`src/rtl/alu_pkg.sv`:
```
// -----------------------------------------------------------------------------
// alu_pkg
// Shared definitions for the integer execution unit and the ALU controller
// that produces its control codes.
//   - alu_ctrl_e : 4-bit ALU control codes (any code not listed is illegal)
//   - mem_size_e : memory access size carried alongside address generation
//   - default operand / tag widths
// -----------------------------------------------------------------------------
package alu_pkg;

  localparam int XLEN_DEF  = 32;
  localparam int TAG_W_DEF = 4;

  typedef enum logic [3:0] {
    ALU_OR      = 4'b0001,
    ALU_ADD     = 4'b0010,
    ALU_XOR     = 4'b0011,
    ALU_SUB     = 4'b0110,
    ALU_SRA     = 4'b0111,
    ALU_LUI     = 4'b1000,
    ALU_INVALID = 4'b1111
  } alu_ctrl_e;

  typedef enum logic {
    MEM_BYTE = 1'b0,
    MEM_WORD = 1'b1
  } mem_size_e;

endpackage

```
`src/rtl/alu_core.sv`:
```
// -----------------------------------------------------------------------------
// alu_core
// Purely combinational ALU datapath sitting between the S1 and S2 pipeline
// registers of alu_exec_unit.
// Ports:
//   ctrl_i   : 4-bit ALU control code
//   a_i      : operand A
//   b_i      : operand B (register or sign-extended immediate)
//   result_o : computed value (0 for illegal codes)
//   exc_o    : high when ctrl_i is not a recognised code
// -----------------------------------------------------------------------------
module alu_core
  import alu_pkg::*;
#(
  parameter int XLEN = XLEN_DEF
) (
  input  logic [3:0]      ctrl_i,
  input  logic [XLEN-1:0] a_i,
  input  logic [XLEN-1:0] b_i,
  output logic [XLEN-1:0] result_o,
  output logic            exc_o
);

  localparam int SHW = $clog2(XLEN);

  logic signed [XLEN-1:0] a_signed;

  assign a_signed = a_i;

  always_comb begin
    result_o = '0;
    exc_o    = 1'b0;
    case (ctrl_i)
      ALU_ADD: result_o = a_i + b_i;
      ALU_SUB: result_o = a_i - b_i;
      ALU_XOR: result_o = a_i ^ b_i;
      ALU_OR:  result_o = a_i | b_i;
      // Only the low log2(XLEN) bits of B form the shift amount.
      ALU_SRA: result_o = a_signed >>> b_i[SHW-1:0];
      ALU_LUI: result_o = XLEN'({b_i[19:0], 12'h000});
      default: begin
        result_o = '0;
        exc_o    = 1'b1;
      end
    endcase
  end

endmodule

```
`src/rtl/alu_exec_unit.sv`:
```
// -----------------------------------------------------------------------------
// alu_exec_unit
// Two-stage pipelined integer execution unit. S1 captures the issued micro-op,
// alu_core computes between S1 and S2, and S2 holds the result until the CDB
// arbiter grants a broadcast slot.
// Ports:
//   clk, rst          : clock, asynchronous active-high reset
//   flush             : synchronous kill of both stages (branch mispredict)
//   issue_*           : issued op (valid/ready, ctrl, mem size, is_mem, A, B, tag)
//   cdb_req/cdb_grant : broadcast request / same-cycle grant
//   cdb_*             : payload of the pending result, straight from S2
//
// Handshake semantics: a transfer happens on a rising edge where both sides
// of a pair are high (issue_valid & issue_ready, cdb_req & cdb_grant).
// issue_ready depends combinationally on cdb_grant, so a full pipeline still
// accepts a new op in the cycle its oldest result is granted. cdb_grant
// without cdb_req is ignored. A producer holds its payload stable while
// valid is high and not yet accepted.
// -----------------------------------------------------------------------------
module alu_exec_unit
  import alu_pkg::*;
#(
  parameter int XLEN  = XLEN_DEF,
  parameter int TAG_W = TAG_W_DEF
) (
  input  logic             clk,
  input  logic             rst,
  input  logic             flush,
  input  logic             issue_valid,
  output logic             issue_ready,
  input  logic [3:0]       issue_alu_ctrl,
  input  logic             issue_mem_size,
  input  logic             issue_is_mem,
  input  logic [XLEN-1:0]  issue_a,
  input  logic [XLEN-1:0]  issue_b,
  input  logic [TAG_W-1:0] issue_tag,
  output logic             cdb_req,
  input  logic             cdb_grant,
  output logic [TAG_W-1:0] cdb_tag,
  output logic [XLEN-1:0]  cdb_result,
  output logic             cdb_is_mem,
  output logic             cdb_mem_size,
  output logic             cdb_exc
);

  // S1 stage
  logic             s1_valid_q, s1_valid_d;
  logic [3:0]       s1_ctrl_q;
  logic             s1_mem_size_q;
  logic             s1_is_mem_q;
  logic [XLEN-1:0]  s1_a_q;
  logic [XLEN-1:0]  s1_b_q;
  logic [TAG_W-1:0] s1_tag_q;

  // S2 stage
  logic             s2_valid_q, s2_valid_d;
  logic [XLEN-1:0]  s2_result_q;
  logic [TAG_W-1:0] s2_tag_q;
  logic             s2_is_mem_q;
  logic             s2_mem_size_q;
  logic             s2_exc_q;

  // Advance control
  logic             s2_free;
  logic             s1_move;
  logic             accept;

  // ALU outputs
  logic [XLEN-1:0]  alu_result;
  logic             alu_exc;

  assign s2_free     = !s2_valid_q || cdb_grant;
  assign s1_move     = s1_valid_q && s2_free;
  assign issue_ready = !s1_valid_q || s1_move;
  assign accept      = issue_valid && issue_ready;

  // Flush wins over any simultaneous issue or grant.
  always_comb begin
    s1_valid_d = s1_valid_q;
    s2_valid_d = s2_valid_q;
    if (flush) begin
      s1_valid_d = 1'b0;
      s2_valid_d = 1'b0;
    end else begin
      if (accept) begin
        s1_valid_d = 1'b1;
      end else if (s1_move) begin
        s1_valid_d = 1'b0;
      end
      if (s1_move) begin
        s2_valid_d = 1'b1;
      end else if (s2_valid_q && cdb_grant) begin
        s2_valid_d = 1'b0;
      end
    end
  end

  alu_core #(
    .XLEN(XLEN)
  ) u_alu_core (
    .ctrl_i  (s1_ctrl_q),
    .a_i     (s1_a_q),
    .b_i     (s1_b_q),
    .result_o(alu_result),
    .exc_o   (alu_exc)
  );

  always_ff @(posedge clk or posedge rst) begin
    if (rst) begin
      s1_valid_q    <= 1'b0;
      s2_valid_q    <= 1'b0;
      // S2 payload is cleared only so the CDB outputs are defined after reset.
      s2_result_q   <= '0;
      s2_tag_q      <= '0;
      s2_is_mem_q   <= 1'b0;
      s2_mem_size_q <= 1'b0;
      s2_exc_q      <= 1'b0;
    end else begin
      s1_valid_q <= s1_valid_d;
      s2_valid_q <= s2_valid_d;
      if (s1_move) begin
        s2_result_q   <= alu_result;
        s2_tag_q      <= s1_tag_q;
        s2_is_mem_q   <= s1_is_mem_q;
        s2_mem_size_q <= s1_mem_size_q;
        s2_exc_q      <= alu_exc;
      end
    end
  end

  // S1 payload carries no reset; it is qualified by s1_valid_q.
  always_ff @(posedge clk) begin
    if (accept) begin
      s1_ctrl_q     <= issue_alu_ctrl;
      s1_mem_size_q <= issue_mem_size;
      s1_is_mem_q   <= issue_is_mem;
      s1_a_q        <= issue_a;
      s1_b_q        <= issue_b;
      s1_tag_q      <= issue_tag;
    end
  end

  assign cdb_req      = s2_valid_q;
  assign cdb_tag      = s2_tag_q;
  assign cdb_result   = s2_result_q;
  assign cdb_is_mem   = s2_is_mem_q;
  assign cdb_mem_size = s2_mem_size_q;
  assign cdb_exc      = s2_exc_q;

endmodule

```
`config.mk`:
```
export PLATFORM = sky130hd
export DESIGN_NAME = alu_exec_unit
export DESIGN_NICKNAME = d
export VERILOG_FILES = /design/src/rtl/alu_pkg.sv /design/src/rtl/alu_core.sv /design/src/rtl/alu_exec_unit.sv
export SDC_FILE = /design/constraint.sdc
export NUM_CORES = 1
export LEC_CHECK = 0
export ABC_AREA = 0
export CORE_UTILIZATION = 51
export DETAILED_ROUTE_END_ITERATION = 6
export PLACE_DENSITY = 0.78
export SKIP_LAST_GASP = 1
export SYNTH_ARGS = -nofsm -noshare
export SYNTH_HDL_FRONTEND = slang
export SYNTH_HIERARCHICAL = 1
export SYNTH_SLANG_ARGS = --single-unit
```
`constraint.sdc`:
```
create_clock -name clk -period 4.2 [get_ports clk]
set_input_delay 0.42 -clock clk [delete_from_list [all_inputs] [get_ports clk]]
set_output_delay 0.42 -clock clk [all_outputs]
set_load 0.05 [all_outputs]
```
**Word-level counts from Yosys, hierarchy flattened**

Index checks and enable logic that the tools add are counted.

- Bits of input ports: 79
- Output and inout port bits: 41
- Word-level logic and storage cells: 42
- Register bits after elaboration: 115

- Bitwise gates (word level): 2
- Eq/ne operators: 6
- Shift-type cells: 1
- Reduce and logical (&&, ||, !) cells: 10
- Add/sub/neg operators: 2
- Multiplexer cells: 8

Operator list:

| cell | count |
|---|---|
| one-hot mux 32 bit (6 select lines) | 1 |
| adder 32 bit | 1 |
| OR 32 bit | 1 |
| >>> shifter 32 x 5 -> 32 bit | 1 |
| subtractor 32 bit | 1 |
| XOR 32 bit | 1 |
| equality test 4 x 2 -> 1 bit, second input constant | 2 |
| equality test 4 x 3 -> 1 bit, second input constant | 2 |
| 2-to-1 mux 1 bit | 7 |
| nonzero test 3 bit | 2 |
| OR reduction 6 bit | 1 |
| equality test 4 x 1 -> 1 bit, second input constant | 1 |
| equality test 4 bit, second input constant | 1 |
| logical AND 1 bit | 3 |
| logical NOT 1 bit | 2 |
| logical OR 1 bit | 2 |

**Depth between registers and ports, before layout**

- Word-level depth: 7
- Gate-level depth with buffers: 22
- Gate-level depth less buffers: 18

**Modules after synthesis**

The synthesis kept the hierarchy.

By module, submodules not included:

| module | instances | cells each | area an instance (um2) | seq. area each (um2) |
|---|---|---|---|---|
| alu_core | 1 | 810 | 5,442.7 | 0.0 |
| alu_exec_unit | 1 | 167 | 3,813.7 | 3,248.1 |

**Worst setup path after synthesis**

Ideal clock, no wire load.

- Path kind: register to register
- From: register s2_valid_q, in the netlist cdb_req
- To: register s1_a_q[0], enable pin
- Period minus slack after synthesis: 4,910 ps
- Path buffers: 0
- Arrival time: 4,380 ps
- Library setup time: 531 ps
- Cell stages (with the launch flop): 3
- Path slack: -710 ps
- Data required time: 3,669 ps
- Cells stage by stage: dfrtp_1 > nor2b_4 > a21oi_1

- Longest elaborated chain between the ends: 5

RTL lines:

| item | line | source |
|---|---|---|
| start: declaration | alu_exec_unit.sv:56 | `logic s2_valid_q, s2_valid_d;` |
| start signal: assignment | alu_exec_unit.sv:120 | `s2_valid_q <= s2_valid_d;` |
| logical NOT 1 bit | alu_exec_unit.sv:72 | `assign s2_free = !s2_valid_q \|\| cdb_grant;` |
| logical OR 1 bit | alu_exec_unit.sv:72 |  |
| logical AND 1 bit | alu_exec_unit.sv:73 | `assign s1_move = s1_valid_q && s2_free;` |
| logical OR 1 bit | alu_exec_unit.sv:74 | `assign issue_ready = !s1_valid_q \|\| s1_move;` |
| logical AND 1 bit | alu_exec_unit.sv:75 | `assign accept = issue_valid && issue_ready;` |
| via accept | alu_exec_unit.sv:66 | `logic accept;` |
| end signal: assignment | alu_exec_unit.sv:137 | `s1_a_q <= issue_a;` |
| end: declaration | alu_exec_unit.sv:51 | `logic [XLEN-1:0] s1_a_q;` |

The timed path passes the listed nets, and every way through them passes these cells.
A chain may end at the register's enable or synchronous reset.

**Worst setup path after layout**

- From: register s1_ctrl_q[3]
- To: register s2_result_q[18], in the netlist cdb_result[18]

- Longest elaborated chain between the ends: 2
- Elaborated cells between the ends (all ways): 7
- Those cells by class: 6 x eq/ne; 1 x mux

RTL lines:

| item | line | source |
|---|---|---|
| start: declaration | alu_exec_unit.sv:48 | `logic [3:0] s1_ctrl_q;` |
| start signal: assignment | alu_exec_unit.sv:134 | `s1_ctrl_q <= issue_alu_ctrl;` |
| equality test 4 bit, or another cell as far along | alu_core.sv:33 | `case (ctrl_i)` |
| one-hot mux 32 bit (6 select lines) * | alu_core.sv:33 |  |
| via alu_result[18] | alu_exec_unit.sv:69 | `logic [XLEN-1:0] alu_result;` |
| end signal: assignment | alu_exec_unit.sv:122 | `s2_result_q <= alu_result;` |
| end: declaration | alu_exec_unit.sv:57 | `logic [XLEN-1:0] s2_result_q;` |

The timed path passes the listed nets; every way through them passes the cells marked *.

==> out/metrics.csv <==
metric,value,unit
status,"finished, final reports clean",
drc,0,
cts_sinks,115,
grt_pass1_wl,47700,um
placed_cells,1325,
first_iter_violations,1377,
cts-root-buf,clkbuf_16,
synth_cell_type_count,68,
synth-seq-cells,115,
ant_nets,0,
clkPwrFrac,0.340,
synth_edf_count,74,
worstSetupPathType,reg2reg,
first_pass_iters,7,
power.switching,1.54,mW
die_y,137,um
wl_per_cell,23.5,um
max_slew_margin,0.337,
swShare,0.353,
synth_top_area_frac,0.240,
cts_tree,built,
fin_crit_sh,0.978,
place_hpwl,24200,um
crit_arrival,4.41,ns
grt.total_usage,0.352,
core_area,17500,um2
pwr-share-comb,0.333,
min_path_type,in2async,
peakVddDrop,0.289,mV
power_leakage,4.96,nW
pin_count,120,
yosysSeqAreaShare,0.351,
power.share.sequential,0.327,
syn_nets,1121,
synth_area_leader_cell,edfxtp_1,
dieArea,18700,um2
ys_warn_count,6,
required,4.50,ns
rsz0062_at_grt,yes,
async_flop_share,0.357,
grt.overflow.total,0,
antenna_found_initial,1,
setup_viol_count_final,0,
htreeDepth,4,
worst_slack,0.0913,ns
start_util,0.528,
max_freq,0.243,GHz
hold_viol,0,
dr_total_vias,8769,
p_int,2.81,mW
path_max_fanout,7,
cp-start-kind,register,
port_buffers,119,
fin_crit,4.11,ns
clock_path_buffers,2,
drive_gt1_frac,0.177,
globalplace.congestion,0.978,
slew_violations,0,
rows,48,
grt_max_degree,75,
insertion_delay,0.42,ns
grt_pass1_vias,8053,
total_power,4.35,mW
syn_inst,977,
synth_top_flop_cell,edfxtp_1,
syn_to_final_growth,26.5,%
syn_area,9260,um2
stdcell_count,1363,
synth.cells.most_frequent,"nand2_1 (83), nor2_1 (79), a21oi_1 (78)",
skew,0.00870,ns
powerDensity,372,nW/um2
postSynthAreaPerCell,9.47,um2
clkTransAtPathRegs,0.06,ns
yosysMostFrequentCell,nand2_1,
drv_cap,0,
dp_slack,-0.00719,ns
num-nets-final,1268,
cts_made_buffers,17,
die_width,137,um
critPathCaptureType,register,
drt-total-wl,32000,um
ys_top_cells_by_area,"edfxtp_1 (24%), dfrtp_1 (11%), ha_1 (8.7%), mux4_2 (6.1%), a21oi_1 (4.2%)",
vias_per_cell,6.43,
tightest_slew,0.995,ns
## layout make-up
class | count | area, um2
inverter | 77 | 289
clock inverter | 15 | 171
timing repair buffer | 188 | 1710
sequential | 115 | 3250
tap | 225 | 282
fill | 1436 | 5820
clock buffer | 17 | 425
multi-input combinational | 725 | 5590
antenna | 1 | 2.50
## flip-flops by register name (all words and copies together), names as in the netlist
signal         flops
s1_valid_q         1
cdb_tag            4
s1_b_q            32
s1_a_q            32
s1_mem_size_q      1
s1_tag_q           4
cdb_result        32
cdb_exc            1
cdb_is_mem         1
s1_is_mem_q        1
cdb_req            1
s1_ctrl_q          4
cdb_mem_size       1
## path summary, 6_finish.rpt
path | start | to | slack (ns) | cells past startpoint
worst max-delay path | s1_ctrl_q[3]$_DFFE_PP_ | cdb_result[18]$_DFFE_PP0P_ | 0.09 | 17
worst min-delay path | rst | cdb_mem_size$_DFFE_PP0P_ | 0.43 | 3
worst max register to register | s1_ctrl_q[3]$_DFFE_PP_ | cdb_result[18]$_DFFE_PP0P_ | 0.09 | 17
worst min register to register | s1_tag_q[0]$_DFFE_PP_ | cdb_tag[0]$_DFFE_PP0P_ | 0.48 | 1
max in group asynchronous | rst | cdb_result[1]$_DFFE_PP0P_ | 3.40 | 3
min in group clk | s1_tag_q[0]$_DFFE_PP_ | cdb_tag[0]$_DFFE_PP0P_ | 0.48 | 1
## power groups by stage
| stage | registers (mW) | logic (mW) | clock network [mW] |
|---|---|---|---|
| 3_3_place_gp | 1.44 | 1.38 | 0 |
| 5_1_grt | 1.44 | 1.54 | 1.54 |
| 4_1_cts | 1.42 | 1.40 | 1.50 |
| 2_1_floorplan | 1.65 | 0.686 | 0 |
| 3_5_place_dp | 1.44 | 1.39 | 0 |
| 6_report | 1.42 | 1.45 | 1.48 |
## logic make-up (layout without fill, tap and decap cells)
logic type | Yosys count | count (layout) | share of synthesized area
AO/OA/AOI/OAI | 291 | 291 | 0.201
buffers and inverters | 137 | 297 | 0.0583
adder cells (fa/ha/maj) | 65 | 65 | 0.0887
flip-flops | 115 | 115 | 0.351
other | 0 | 1 | 0
multiplexers | 83 | 83 | 0.133
AND/OR/NAND/NOR | 232 | 232 | 0.117
XOR/XNOR | 54 | 54 | 0.0511
## per-layer routing
metal	GRT usage	wire length, um
met5	0	0
met1	0.507	13600
met2	0.520	13700
met4	0.125	938
met3	0.0733	3770
## cell usage in the layout (no fill, tap or decap), types with 12 or more instances in the layout
cell             instances
clkdlybuf4s50_1        119
nand2_1                 83
nor2_1                  77
inv_1                   74
edfxtp_1                74
a21oi_1                 72
buf_4                   69
o21ai_0                 64
ha_1                    61
xnor2_1                 42
dfrtp_1                 41
mux2_2                  32
mux4_2                  25
a21o_1                  20
o211ai_1                18
clkbuf_16               17
mux2i_1                 16
a221oi_1                15
nand4_1                 12
xor2_1                  12
## stage by stage
step	util	setup TNS [ns]	instance area [um2]	hold WS, ns
global route	0.668	-0.280	11700	0.484
CTS	0.661	-0.0363	11600	0.449
detailed placement	0.626	-0.00719	11000	0.468
global placement	0.626	0	11000	0.458
floorplan	-	0	9280	0.455
finish	0.668	0	11700	0.429
## critical path, stage by stage, from the launching register on
cell      delay [ns]
edfxtp_1        0.41
nor2_1          0.13
and2_1          0.17
nand2_1         0.25
buf_4           0.24
o21ai_0         0.20
xnor2_1         0.15
ha_1            0.40
nand2_1         0.10
o21ai_0         0.11
or3_1           0.39
o21ai_1         0.29
buf_4           0.19
o21ai_1         0.12
a21oi_1         0.21
xor2_1          0.20
o21ai_0         0.13
mux2_2          0.28
## what timing repair did
| action | in CTS | in global routing |
|---|---|---|
| gates resized for setup | 1 | 22 |
| buffers inserted | 0 | 5 |
| pin swaps | 0 | 7 |
| endpoints found under the setup margin | 2 | 13 |
| hold buffers | 0 | 0 |
No activity file was read; power rests on OpenSTA's default activity.
